### src/rtl/morse_pkg.sv
// Shared Morse definitions: sequencer state encoding, timing units and small
// helpers used by the symbol sequencer and the upstream encoder.
package morse_pkg;

  typedef enum logic [2:0] {
    ST_IDLE       = 3'd0,
    ST_MARK       = 3'd1,
    ST_SYM_GAP    = 3'd2,
    ST_LETTER_GAP = 3'd3,
    ST_WORD_GAP   = 3'd4
  } state_e;

  localparam logic [2:0] DOT_UNITS        = 3'd1;
  localparam logic [2:0] DASH_UNITS       = 3'd3;
  localparam logic [2:0] SYM_GAP_UNITS    = 3'd1;
  localparam logic [2:0] LETTER_GAP_UNITS = 3'd3;
  localparam logic [2:0] WORD_GAP_UNITS   = 3'd4;
  localparam logic [2:0] MAX_SYMBOLS      = 3'd5;

  // Lengths above the longest Morse character are treated as full length.
  function automatic logic [2:0] clamp_len(input logic [2:0] len);
    return (len > MAX_SYMBOLS) ? MAX_SYMBOLS : len;
  endfunction

  // First state of a character: word gap for non-printing characters,
  // letter gap alone for an empty pattern, otherwise its first mark.
  function automatic state_e first_state(input logic chr_vld, input logic [2:0] len);
    if (!chr_vld)        return ST_WORD_GAP;
    else if (len == 3'd0) return ST_LETTER_GAP;
    else                 return ST_MARK;
  endfunction

  // Duration of a state in Morse units; a mark depends on its symbol.
  function automatic logic [2:0] state_units(input state_e st, input logic dash);
    case (st)
      ST_MARK:       return dash ? DASH_UNITS : DOT_UNITS;
      ST_SYM_GAP:    return SYM_GAP_UNITS;
      ST_LETTER_GAP: return LETTER_GAP_UNITS;
      ST_WORD_GAP:   return WORD_GAP_UNITS;
      default:       return 3'd1;
    endcase
  endfunction

endpackage

### src/rtl/morse_unit_timer.sv
// Morse unit timer: divides the clock into Morse time units. Emits a
// one-cycle tick on the last cycle of every unit and counts completed units
// since the last clear. Clearing restarts both counters from zero.
module morse_unit_timer #(
  parameter int CLKS_PER_UNIT = 2_500_000
) (
  input  logic       i_Clk,
  input  logic       i_Rst_L,
  input  logic       i_Clr,
  output logic       o_Tick,
  output logic [2:0] o_Units
);

  localparam int CW = (CLKS_PER_UNIT > 1) ? $clog2(CLKS_PER_UNIT) : 1;
  localparam logic [CW-1:0] LAST_CNT = CW'(CLKS_PER_UNIT - 1);

  logic [CW-1:0] r_cnt;
  logic [2:0]    r_units;

  assign o_Tick  = (r_cnt == LAST_CNT);
  assign o_Units = r_units;

  // Cycle counter within a unit and count of whole units elapsed.
  always_ff @(posedge i_Clk or negedge i_Rst_L) begin
    if (!i_Rst_L) begin
      r_cnt   <= '0;
      r_units <= '0;
    end else if (i_Clr) begin
      r_cnt   <= '0;
      r_units <= '0;
    end else if (o_Tick) begin
      r_cnt   <= '0;
      r_units <= r_units + 3'd1;
    end else begin
      r_cnt   <= r_cnt + CW'(1);
    end
  end

endmodule

### src/rtl/morse_symbol_sequencer.sv
// Morse symbol sequencer: plays one encoded character at a time on the LED
// with standard Morse timing, holding one further character in a single
// entry buffer so text can be streamed without gaps. All outputs follow the
// internal state one cycle later, so LED, busy and done share one timeline.
module morse_symbol_sequencer
  import morse_pkg::*;
#(
  parameter int CLKS_PER_UNIT = 2_500_000
) (
  input  logic       i_Clk,
  input  logic       i_Rst_L,
  input  logic       i_Load,
  input  logic [4:0] i_Morse_Pattern,
  input  logic [2:0] i_Morse_Length,
  input  logic       i_Valid,
  output logic       o_Ready,
  output logic       o_Busy,
  output logic       o_LED,
  output logic       o_Done
);

  // Buffer slot (occupancy is control, contents are plain data)
  logic       r_buf_vld;
  logic [4:0] r_buf_pat;
  logic [2:0] r_buf_len;
  logic       r_buf_chr;

  // Character currently being played
  logic [4:0] r_act_pat;
  logic [2:0] r_act_len;
  logic [2:0] r_idx;

  state_e     r_state;
  state_e     w_state_nxt;
  logic       r_done_evt;

  logic       w_load_acc;
  logic       w_drain;
  logic       w_enter;
  logic       w_idx_inc;
  logic       w_gap_end;
  logic       w_sym;
  logic       w_tick;
  logic       w_expire;
  logic       w_timer_clr;
  logic       w_buf_vld_nxt;
  logic [2:0] w_units;
  logic [2:0] w_units_req;

  assign w_load_acc    = i_Load & o_Ready;
  assign w_sym         = r_act_pat[3'd4 - r_idx];
  assign w_units_req   = state_units(r_state, w_sym);
  assign w_expire      = w_tick && (w_units == (w_units_req - 3'd1));
  assign w_timer_clr   = w_enter || (r_state == ST_IDLE);
  assign w_buf_vld_nxt = w_load_acc | (r_buf_vld & ~w_drain);

  morse_unit_timer #(
    .CLKS_PER_UNIT (CLKS_PER_UNIT)
  ) u_timer (
    .i_Clk   (i_Clk),
    .i_Rst_L (i_Rst_L),
    .i_Clr   (w_timer_clr),
    .o_Tick  (w_tick),
    .o_Units (w_units)
  );

  // State register.
  always_ff @(posedge i_Clk or negedge i_Rst_L) begin
    if (!i_Rst_L) r_state <= ST_IDLE;
    else          r_state <= w_state_nxt;
  end

  // Next state: each state ends when the timer reaches its unit count; the
  // end of a letter or word gap pulls a buffered character in directly.
  always_comb begin
    w_state_nxt = r_state;
    w_enter     = 1'b0;
    w_drain     = 1'b0;
    w_idx_inc   = 1'b0;
    w_gap_end   = 1'b0;
    case (r_state)
      ST_IDLE: begin
        if (r_buf_vld) begin
          w_drain     = 1'b1;
          w_enter     = 1'b1;
          w_state_nxt = first_state(r_buf_chr, r_buf_len);
        end
      end
      ST_MARK: begin
        if (w_expire) begin
          w_enter     = 1'b1;
          w_state_nxt = ((r_idx + 3'd1) < r_act_len) ? ST_SYM_GAP : ST_LETTER_GAP;
        end
      end
      ST_SYM_GAP: begin
        if (w_expire) begin
          w_enter     = 1'b1;
          w_idx_inc   = 1'b1;
          w_state_nxt = ST_MARK;
        end
      end
      ST_LETTER_GAP, ST_WORD_GAP: begin
        if (w_expire) begin
          w_enter   = 1'b1;
          w_gap_end = 1'b1;
          if (r_buf_vld) begin
            w_drain     = 1'b1;
            w_state_nxt = first_state(r_buf_chr, r_buf_len);
          end else begin
            w_state_nxt = ST_IDLE;
          end
        end
      end
      default: begin
        w_enter     = 1'b1;
        w_state_nxt = ST_IDLE;
      end
    endcase
  end

  // Buffer occupancy, symbol index and registered outputs.
  always_ff @(posedge i_Clk or negedge i_Rst_L) begin
    if (!i_Rst_L) begin
      r_buf_vld  <= 1'b0;
      o_Ready    <= 1'b1;
      r_idx      <= 3'd0;
      r_done_evt <= 1'b0;
      o_LED      <= 1'b0;
      o_Busy     <= 1'b0;
      o_Done     <= 1'b0;
    end else begin
      r_buf_vld  <= w_buf_vld_nxt;
      o_Ready    <= ~w_buf_vld_nxt;
      if (w_drain)        r_idx <= 3'd0;
      else if (w_idx_inc) r_idx <= r_idx + 3'd1;
      r_done_evt <= w_gap_end;
      o_LED      <= (r_state == ST_MARK);
      o_Busy     <= (r_state != ST_IDLE);
      o_Done     <= r_done_evt;
    end
  end

  // Character data: captured into the buffer on load, moved to the active
  // register when the buffer drains.
  always_ff @(posedge i_Clk) begin
    if (w_load_acc) begin
      r_buf_pat <= i_Morse_Pattern;
      r_buf_len <= clamp_len(i_Morse_Length);
      r_buf_chr <= i_Valid;
    end
    if (w_drain) begin
      r_act_pat <= r_buf_pat;
      r_act_len <= r_buf_len;
    end
  end

endmodule
### config.mk
export PLATFORM = sky130hd
export DESIGN_NAME = morse_symbol_sequencer
export DESIGN_NICKNAME = d
export VERILOG_FILES = /design/src/rtl/morse_pkg.sv /design/src/rtl/morse_unit_timer.sv /design/src/rtl/morse_symbol_sequencer.sv
export SDC_FILE = /design/constraint.sdc
export NUM_CORES = 1
export LEC_CHECK = 0
export CAP_MARGIN = 0
export CELL_PAD_IN_SITES_DETAIL_PLACEMENT = 0
export CELL_PAD_IN_SITES_GLOBAL_PLACEMENT = 2
export CORE_MARGIN = 2
export CORE_UTILIZATION = 42
export CTS_CLUSTER_DIAMETER = 120
export DETAILED_ROUTE_END_ITERATION = 10
export PLACE_DENSITY_LB_ADDON = 0.05
export SYNTH_ARGS = -nofsm -noshare
export SYNTH_HDL_FRONTEND = slang
export SYNTH_SLANG_ARGS = --single-unit
### constraint.sdc
create_clock -name i_Clk -period 9.7 [get_ports i_Clk]
set_clock_uncertainty 0.15 [all_clocks]
set_input_delay 0.97 -clock i_Clk [delete_from_list [all_inputs] [get_ports i_Clk]]
set_output_delay 0.97 -clock i_Clk [all_outputs]
set_load 0.1 [all_outputs]
==> impl_summary.md, run 1 <==
Place
The minimum setup slack after placement is 5.43 ns. Routability-driven placement finished with a final weighted congestion of 0.777. Including well taps, the total number of placed cells is 335. Once placement finished, the instance area stood at 2910 sq um. The detailed placement HPWL is 3.63 mm. The count of buffers inserted at the top-level ports is 15.

STA
Setup slack closes at 5.43 ns. The final count of pins violating max slew is 0. The worst slew margin relative to its limit is 0.352. The count of final hold-check violations is 0. For the pin with the worst max-slew slack, the measured transition is 0.968 ns. The number of endpoints failing setup at the final stage is 0. The maximum operating frequency is 234 MHz. In the finished design, the share of the clock period the worst path needs comes to 0.440. The accumulated negative setup slack is 0 ns. The final critical delay including setup and external delays is 4.27 ns. Setup repair after global routing left no endpoint under its margin.

Critical path
The cell type group with the largest total delay on the critical path is simple AND/OR/NAND/NOR gates. The kind of capture point of the worst setup path is a flop. The worst setup path startpoint is r_idx[0]. The startpoint type of the worst setup path is a flop.

The peak fanout along the critical path is 15. The critical path's largest stage delay is 0.60 ns. The kind of critical path is reg -> reg.

STA puts the critical path data arrival time at 4.11 ns. The startpoint identified for the worst register-to-register timing path is r_idx[0]. The slowest cell on the critical path is sky130_fd_sc_hd__a211oi_4. The signal on the critical path passes through inv_1 > ha_1 > mux4_2 > nand2_1 > o21ai_0 > o21ai_0 > ha_1 > xnor2_1 > or4_4 > a211oi_4 > and3_1 > or2_1. The number of buffers and inverters on the critical path is 1. The data required time at the worst endpoint is 9.54 ns.

Logic synthesis
The synthesized design spends more area on one cell type than any other, namely sky130_fd_sc_hd__dfrtp_1. Counting flops and latches in the post-synthesis netlist gives 54. By area the synthesized netlist is led by sky130_fd_sc_hd__dfrtp_1 (33%), sky130_fd_sc_hd__edfxtp_1 (19%), sky130_fd_sc_hd__xnor2_1 (4.2%), sky130_fd_sc_hd__xor2_1 (4.2%), sky130_fd_sc_hd__nor2_1 (4.1%). For this run, the register share of the synthesized area comes to 0.529. For this run, the leading register cell type out of synthesis is sky130_fd_sc_hd__dfrtp_1. The unique cell type count in the Yosys netlist is 54.

After technology mapping, the gate count stands at 253. The async set-or-reset flop fraction in the synthesized netlist is 0.685. Yosys mapped a number of flops with a built-in enable equal to 17. The cell area that synthesis handed to floorplanning was 2720 sq um. The count of yosys warnings during synthesis is 0. The number of nets in the synthesized netlist is 272. The mean cell area of the mapped netlist is 10.7 sq um. The fraction of synthesized cell area taken by the top area cell type is 0.332.

Routing
The count of nets left with antenna violations after detail routing is 0. The violation count after the first detailed-route iteration is 77. The first-pass iteration count of the detailed router is 4.

For this run, design rule violations remaining after detail routing come to 0. The wire length reported by the detailed router is 5.19 mm. After detailed routing, the average wire length per cell comes to 15.1 microns. The via-per-instance ratio is 5.30. The routed layout has 1819 vias.

Clock tree
The depth of the CTS H-tree is 2. The clock latency on the worst-skew pair is 0.31 ns. The post-CTS setup-driven buffer insertion count is 0. After clock tree synthesis, the clock-pin slew on the worst setup and hold paths is 0.11 ns. After clock tree synthesis, the flow added hold-fix buffers numbering 0.

TritonCTS built the clock tree. TritonCTS created 5 clock buffers. Counting every sink on the clock net gives 54. Gates resized during post-CTS repair numbered 0. The clock passes through at most 2 buffers. The tree is rooted in a sky130_fd_sc_hd__clkbuf_8.

Cells and area
The fraction of final layout cells sized beyond drive strength 1 is 0.0865. The number of antenna repair diodes is 0. The area growth from synthesis to final layout is 11.2%. The finished layout holds 343 standard cells, fillers aside. The number of fill cells is 606. The final net count is 284. The final instance area is 3020 sq um.

Worst hold path
The type of the worst min-delay path is reg -> reg. In this run the most critical hold path is launched from r_done_evt.

Floorplan
The area of the core region is 6310 sq um. For this configuration, the core starts out at a cell density of 0.430. The floorplan die height is 84.4 microns. 16 I/O pins were placed.

The die covers 7130 sq um. The die is 84.4 microns wide. The cell row count is 29.

Global routing
The first global-routing pass estimated 8.98 mm of wire. The number of antenna violations at the first check in global routing is 0. The global route total overflow is 0. The pin count of the biggest net entering global routing is 38. The combined global-route utilization of all metal layers is 0.159. The number of global-route vias before repair is 1829.

Power
The net switching power is 274 uW. The switching share of power is 0.392. The share of total power dissipated in combinational logic is 0.328. The power density over cell area is 232 nW/um^2. The internal power of the cells totals 425 uW. The peak supply drop is 0.157 mV. Summed over all cells, the static leakage comes to 0.00118 uW.

The design draws 700 uW. The part of the power in the clock network is 0.226. Of the total power, registers draw 0.446.

Run
Across the run, the number of max-cap violations was 0.

Outcome
The flow ran to the end, and the final reports show no timing, DRC or antenna violations.
[power groups by stage]
stage          Clock, uW  Combinational [uW]  Sequential (uW)
2_1_floorplan          0                 150              344
3_3_place_gp           0                 232              320
3_5_place_dp           0                 233              317
4_1_cts              163                 234              312
5_1_grt              170                 253              317
6_report             158                 229              312
[final cells by class]
| class | instances | area (sq um) | area share |
|---|---|---|---|
| Inverter | 10 | 37.5 | 0.0124 |
| Clock inverter | 3 | 47.5 | 0.0157 |
| Sequential cell | 54 | 1440 | 0.476 |
| Tap cell | 77 | 96.3 | 0.0319 |
| Clock buffer | 5 | 68.8 | 0.0228 |
| Multi-Input combinational cell | 179 | 1190 | 0.393 |
| Timing Repair Buffer | 15 | 145 | 0.0480 |
[worst reg2reg max path: stages, from the launching register on]
cell,delay [ns]
sky130_fd_sc_hd__dfrtp_1,0.46
sky130_fd_sc_hd__inv_1,0.11
sky130_fd_sc_hd__ha_1,0.38
sky130_fd_sc_hd__mux4_2,0.32
sky130_fd_sc_hd__nand2_1,0.07
sky130_fd_sc_hd__o21ai_0,0.07
sky130_fd_sc_hd__o21ai_0,0.16
sky130_fd_sc_hd__ha_1,0.29
sky130_fd_sc_hd__xnor2_1,0.15
sky130_fd_sc_hd__or4_4,0.53
sky130_fd_sc_hd__a211oi_4,0.60
sky130_fd_sc_hd__and3_1,0.32
sky130_fd_sc_hd__or2_1,0.33
[cell families (layout without fill, tap and decap cells)]
kind of cell | count (synthesis) | in the layout | synth area share
buffers and inverters | 20 | 33 | 0.0332
adder cells (fa/ha/maj) | 7 | 7 | 0.0322
AO/OA/AOI/OAI | 34 | 34 | 0.0972
XOR/XNOR | 26 | 26 | 0.0838
flip-flops | 54 | 54 | 0.529
multiplexers | 2 | 2 | 0.0124
AND/OR/NAND/NOR | 110 | 110 | 0.212
[sequential cells by signal, indices dropped and copies added (netlist names), 3 cells and up]
signal and cells:
r_act_len 3, r_act_pat 5, r_buf_len 3, r_buf_pat 5, r_idx 3, r_state 3
u_timer.o_Units 3, u_timer.r_cnt 22
[placed cells by master (no fill, tap or decap), drive strengths merged, types with 3 or more instances in the layout]
cell type and n:
dfrtp 36, nor2 31, nand2 24, edfxtp 17
clkdlybuf4s50 14, xor2 13, xnor2 13, inv 11
nand4 10, nand3 9, nor3 8, o21ai 8
ha 7, a21oi 6, and2 5, clkbuf 5
nor4 4, or2 4, and4 3, a211oi 3
[worst paths after layout]
path | endpoint | slack, ns | cells past startpoint
setup / recovery | r_act_len[1] | 5.43 | 12
hold / removal | o_Done | 0.22 | 0
setup reg to reg | r_act_len[1] | 5.43 | 12
hold reg to reg | o_Done | 0.22 | 0
max in group asynchronous | u_timer.r_cnt[12] | 8.22 | 1
min in group asynchronous | r_idx[1] | 0.62 | 1
[through the flow]
stage               hold slack [ns]   util
floorplan                     0.181      -
CTS                           0.220  0.479
finish                        0.222  0.479
global route                  0.226  0.479
detailed placement            0.195  0.460
global placement              0.183  0.460
[cell usage after synthesis (2+ instances only)]
| master | n |
|---|---|
| sky130_fd_sc_hd__buf_6 | 2 |
| sky130_fd_sc_hd__and3_1 | 2 |
| sky130_fd_sc_hd__ha_1 | 7 |
| sky130_fd_sc_hd__and4_1 | 3 |
| sky130_fd_sc_hd__nor4b_1 | 2 |
| sky130_fd_sc_hd__a21o_1 | 2 |
| sky130_fd_sc_hd__o21ai_1 | 2 |
| sky130_fd_sc_hd__o211ai_1 | 2 |
| sky130_fd_sc_hd__nor3b_1 | 2 |
| sky130_fd_sc_hd__nor3_1 | 8 |
| sky130_fd_sc_hd__o21ai_0 | 6 |
| sky130_fd_sc_hd__or2_1 | 2 |
| sky130_fd_sc_hd__nor2_1 | 30 |
| sky130_fd_sc_hd__clkbuf_1 | 8 |
| sky130_fd_sc_hd__nor4_1 | 4 |
| sky130_fd_sc_hd__a21oi_1 | 6 |
| sky130_fd_sc_hd__nand4_1 | 10 |
| sky130_fd_sc_hd__inv_1 | 9 |
| sky130_fd_sc_hd__xnor2_1 | 13 |
| sky130_fd_sc_hd__nor2b_1 | 2 |
| sky130_fd_sc_hd__nand3_1 | 8 |
| sky130_fd_sc_hd__xor2_1 | 13 |
| sky130_fd_sc_hd__a21boi_0 | 2 |
| sky130_fd_sc_hd__and2_1 | 5 |
| sky130_fd_sc_hd__dfrtp_1 | 36 |
| sky130_fd_sc_hd__edfxtp_1 | 17 |
| sky130_fd_sc_hd__nand2_1 | 23 |
[layer usage]
| layer | track usage | vias up | share of wire |
|---|---|---|---|
| li1 | - | 922 | - |
| met2 | 0.242 | 17 | 0.45 |
| met4 | 0.0390 | 0 | 0.0079 |
| met5 | 0 | - | 0 |
| met3 | 0.0324 | 4 | 0.024 |
| met1 | 0.234 | 876 | 0.52 |
Note: power is estimated with default switching activity, not from simulation.
==> run 2: changes to the inputs <==
- CORE_UTILIZATION: 42 -> 39
- clock period: 9.7 -> 4.25 ns (I/O delays scaled with it)
==> impl_summary.md, run 2 (synthesis gave the netlist of run 1 again) <==
Cells and area
In the final layout, the registers with the most flip-flops are u_timer.r_cnt x22, r_act_pat x5, r_buf_pat x5. The library cell used most frequently in the layout, excluding fill and tap cells, is sky130_fd_sc_hd__dfrtp_1. For this run, the post-layout net count is 286. The number of fill cells is 666. The area growth from synthesis to final layout is 11.1%. The top register by number of flip-flops is u_timer.r_cnt. The register with the most flip-flops in the layout has 22 of them. In the layout the commonest cells are sky130_fd_sc_hd__dfrtp_1 (36), sky130_fd_sc_hd__nor2_1 (30), sky130_fd_sc_hd__nand2_1 (23). Once layout is complete, the utilization of the core stands at 0.447. The number of antenna repair diodes is 0. The fraction of final layout cells sized beyond drive strength 1 is 0.0933. Excluding fillers, the count of instances in the completed layout stands at 348.

Global routing
For this run, the total global-route usage over all layers was measured as 0.154. The number of antenna violations at the first check in global routing is 0. The first global-routing pass estimated 9.07 mm of wire.

The number of global-route vias before repair came to 1901. The pin count of the biggest net entering global routing is 38. The global route total overflow is 0.

Power
The power density over cell area is 512 nW/um^2. VDD sags by at most 0.151 mV. Summing internal, switching and leakage power gives 1540 uW.

The cell leakage power is 0.00118 uW.

Critical path
The startpoint type of the worst setup path is a flop. The arrival time of data at the critical path endpoint is 3.76 ns. The worst setup path is captured at a flop. By startpoint and endpoint, the worst setup path is classified as reg -> reg. The startpoint identified for the worst register-to-register timing path is r_idx[0]. The data required time at the worst endpoint is 4.10 ns. The peak fanout along the critical path is 8. The reg-to-reg critical path endpoint is r_act_len[0].

The slack of the worst reg-to-reg path is 0.33 ns. The cell depth of the worst flop-to-flop path is 12.

STA
Derived from the worst setup path, the maximum achievable clock frequency is 255 MHz. Setup slack on the critical path of the routed design comes to 0.331 ns. The routed design could run at a clock period as short as 3.92 ns. Measured against its own limit, the worst slew margin works out to 0.356. The post-route clock period utilization is 0.922. The count of final hold-check violations is 0. The final count of pins violating max slew is 0.

The number of endpoints failing setup at the final stage is 0. Setup repair after global routing left no endpoint under its margin. For the final routed database, the setup TNS stands at 0 ns. At the pin with the least slew margin, the transition time is 0.963 ns.

Floorplan
The width of the die is 87.5 microns. After floorplanning, the core was divided into 30 placement rows. The die footprint is 7650 sq um.

The area of the core region is 6760 sq um. The number of top-level pins is 16. The initial cell density of the core is 0.402. The floorplan die height is 87.5 microns.

Worst hold path
The type of the worst min-delay path is in -> async.

Clock tree
Clock tree synthesis found a total of 54 sinks. Once the clock tree was built, the resizer swapped 0 gates to a different size. The depth of the CTS H-tree is 2. After clock tree synthesis, the clock-pin slew on the worst setup and hold paths is 0.11 ns. The clock latency on the worst-skew pair is 0.31 ns. In this run the post-CTS setup repair buffer count came out at 0. For this design, the CTS-stage hold fixing added 0 buffers.

The number of buffers created by CTS is 5. The clock tree from TritonCTS is yes. The root cell of the clock tree is sky130_fd_sc_hd__clkbuf_8. The number of buffers between clock root and the deepest sink is 2.

Place
The number of cells after detailed placement is 340. Input and output buffers added on the ports amount to 15. The detailed placement HPWL is 3.80 mm.

The routability-driven placement congestion ratio is 0.737. Prior to clock tree synthesis, the placed netlist has a worst setup slack of 0.319 ns.

Routing
The post-detailed-route wirelength per cell is 14.9 microns. Detailed routing inserted a total of 1822 vias. The count of nets left with antenna violations after detail routing is 0.

The remaining routing DRC violations is 0. The wire length reported by the detailed router is 5.19 mm. Before antenna repair, the detailed router went through 4 iterations.

The detailed router finished its first iteration with 121 violations. The via-per-instance ratio is 5.24.

Outcome
The flow ran to the end, and the final reports show no timing, DRC or antenna violations.

Run
Max-cap violations in this run came to 0.
run 2: worst max-delay path by stage:
stage / start / endpoint / slack (ns) / cells past startpoint
finish: r_idx[0] / r_act_len[0] / 0.33 / 12
global route: r_idx[0] / r_act_len[0] / 0.03 / 12
floorplan: r_idx[0] / r_act_len[0] / 0.62 / 12
detailed placement: r_idx[0] / r_act_pat[4] / 0.32 / 12
global placement: r_idx[0] / r_act_pat[0] / 0.42 / 12
CTS: r_idx[0] / r_act_len[0] / 0.29 / 12
run 2: power breakdown:
group / total, uW / internal, uW / switching [uW] / leakage, uW
clock: 306 / 122 / 184 / 0.0000491
combinational: 530 / 157 / 373 / 0.000471
sequential: 709 / 638 / 71.1 / 0.000661
total: 1540 / 917 / 628 / 0.00118
run 2: layout make-up:
class | instances | area [sq um] | area share
clock buffers | 5 | 68.8 | 0.0228
clock inverters | 3 | 26.3 | 0.00870
repair buffers | 17 | 160 | 0.0530
flip-flops and latches | 54 | 1440 | 0.476
multi-input cells | 179 | 1190 | 0.394
well taps | 80 | 100 | 0.0332
inverters | 10 | 37.5 | 0.0124
run 2: routing by layer:
metal  vias to the layer above  track usage  part of all wire  routed length [microns]
met5                         -            0                 0                        0
met4                         0       0.0531             0.014                       72
met3                         7       0.0322             0.022                      113
met2                        17        0.249              0.49                     2530
met1                       875        0.205              0.48                     2470
li1                        923            -                 -                        -
run 2: through the flow:
step                hold WS (ns)  cell area (sq um)
detailed placement         0.192               2920
CTS                       0.0848               3020
global placement           0.187               2920
finish                    0.0562               3020
floorplan                -0.0206               2720
global route               0.109               3020
run 2: worst max-delay path, stage by stage (launching register included):
cell and delay [ns]:
sky130_fd_sc_hd__dfrtp_1 0.47, sky130_fd_sc_hd__inv_1 0.10, sky130_fd_sc_hd__ha_1 0.38, sky130_fd_sc_hd__mux4_2 0.31, sky130_fd_sc_hd__nand2_1 0.06, sky130_fd_sc_hd__o21ai_0 0.09
sky130_fd_sc_hd__o21ai_0 0.17, sky130_fd_sc_hd__ha_1 0.28, sky130_fd_sc_hd__xnor2_1 0.16, sky130_fd_sc_hd__or4_4 0.53, sky130_fd_sc_hd__a211oi_4 0.32, sky130_fd_sc_hd__and3_1 0.25
sky130_fd_sc_hd__or2_1 0.32
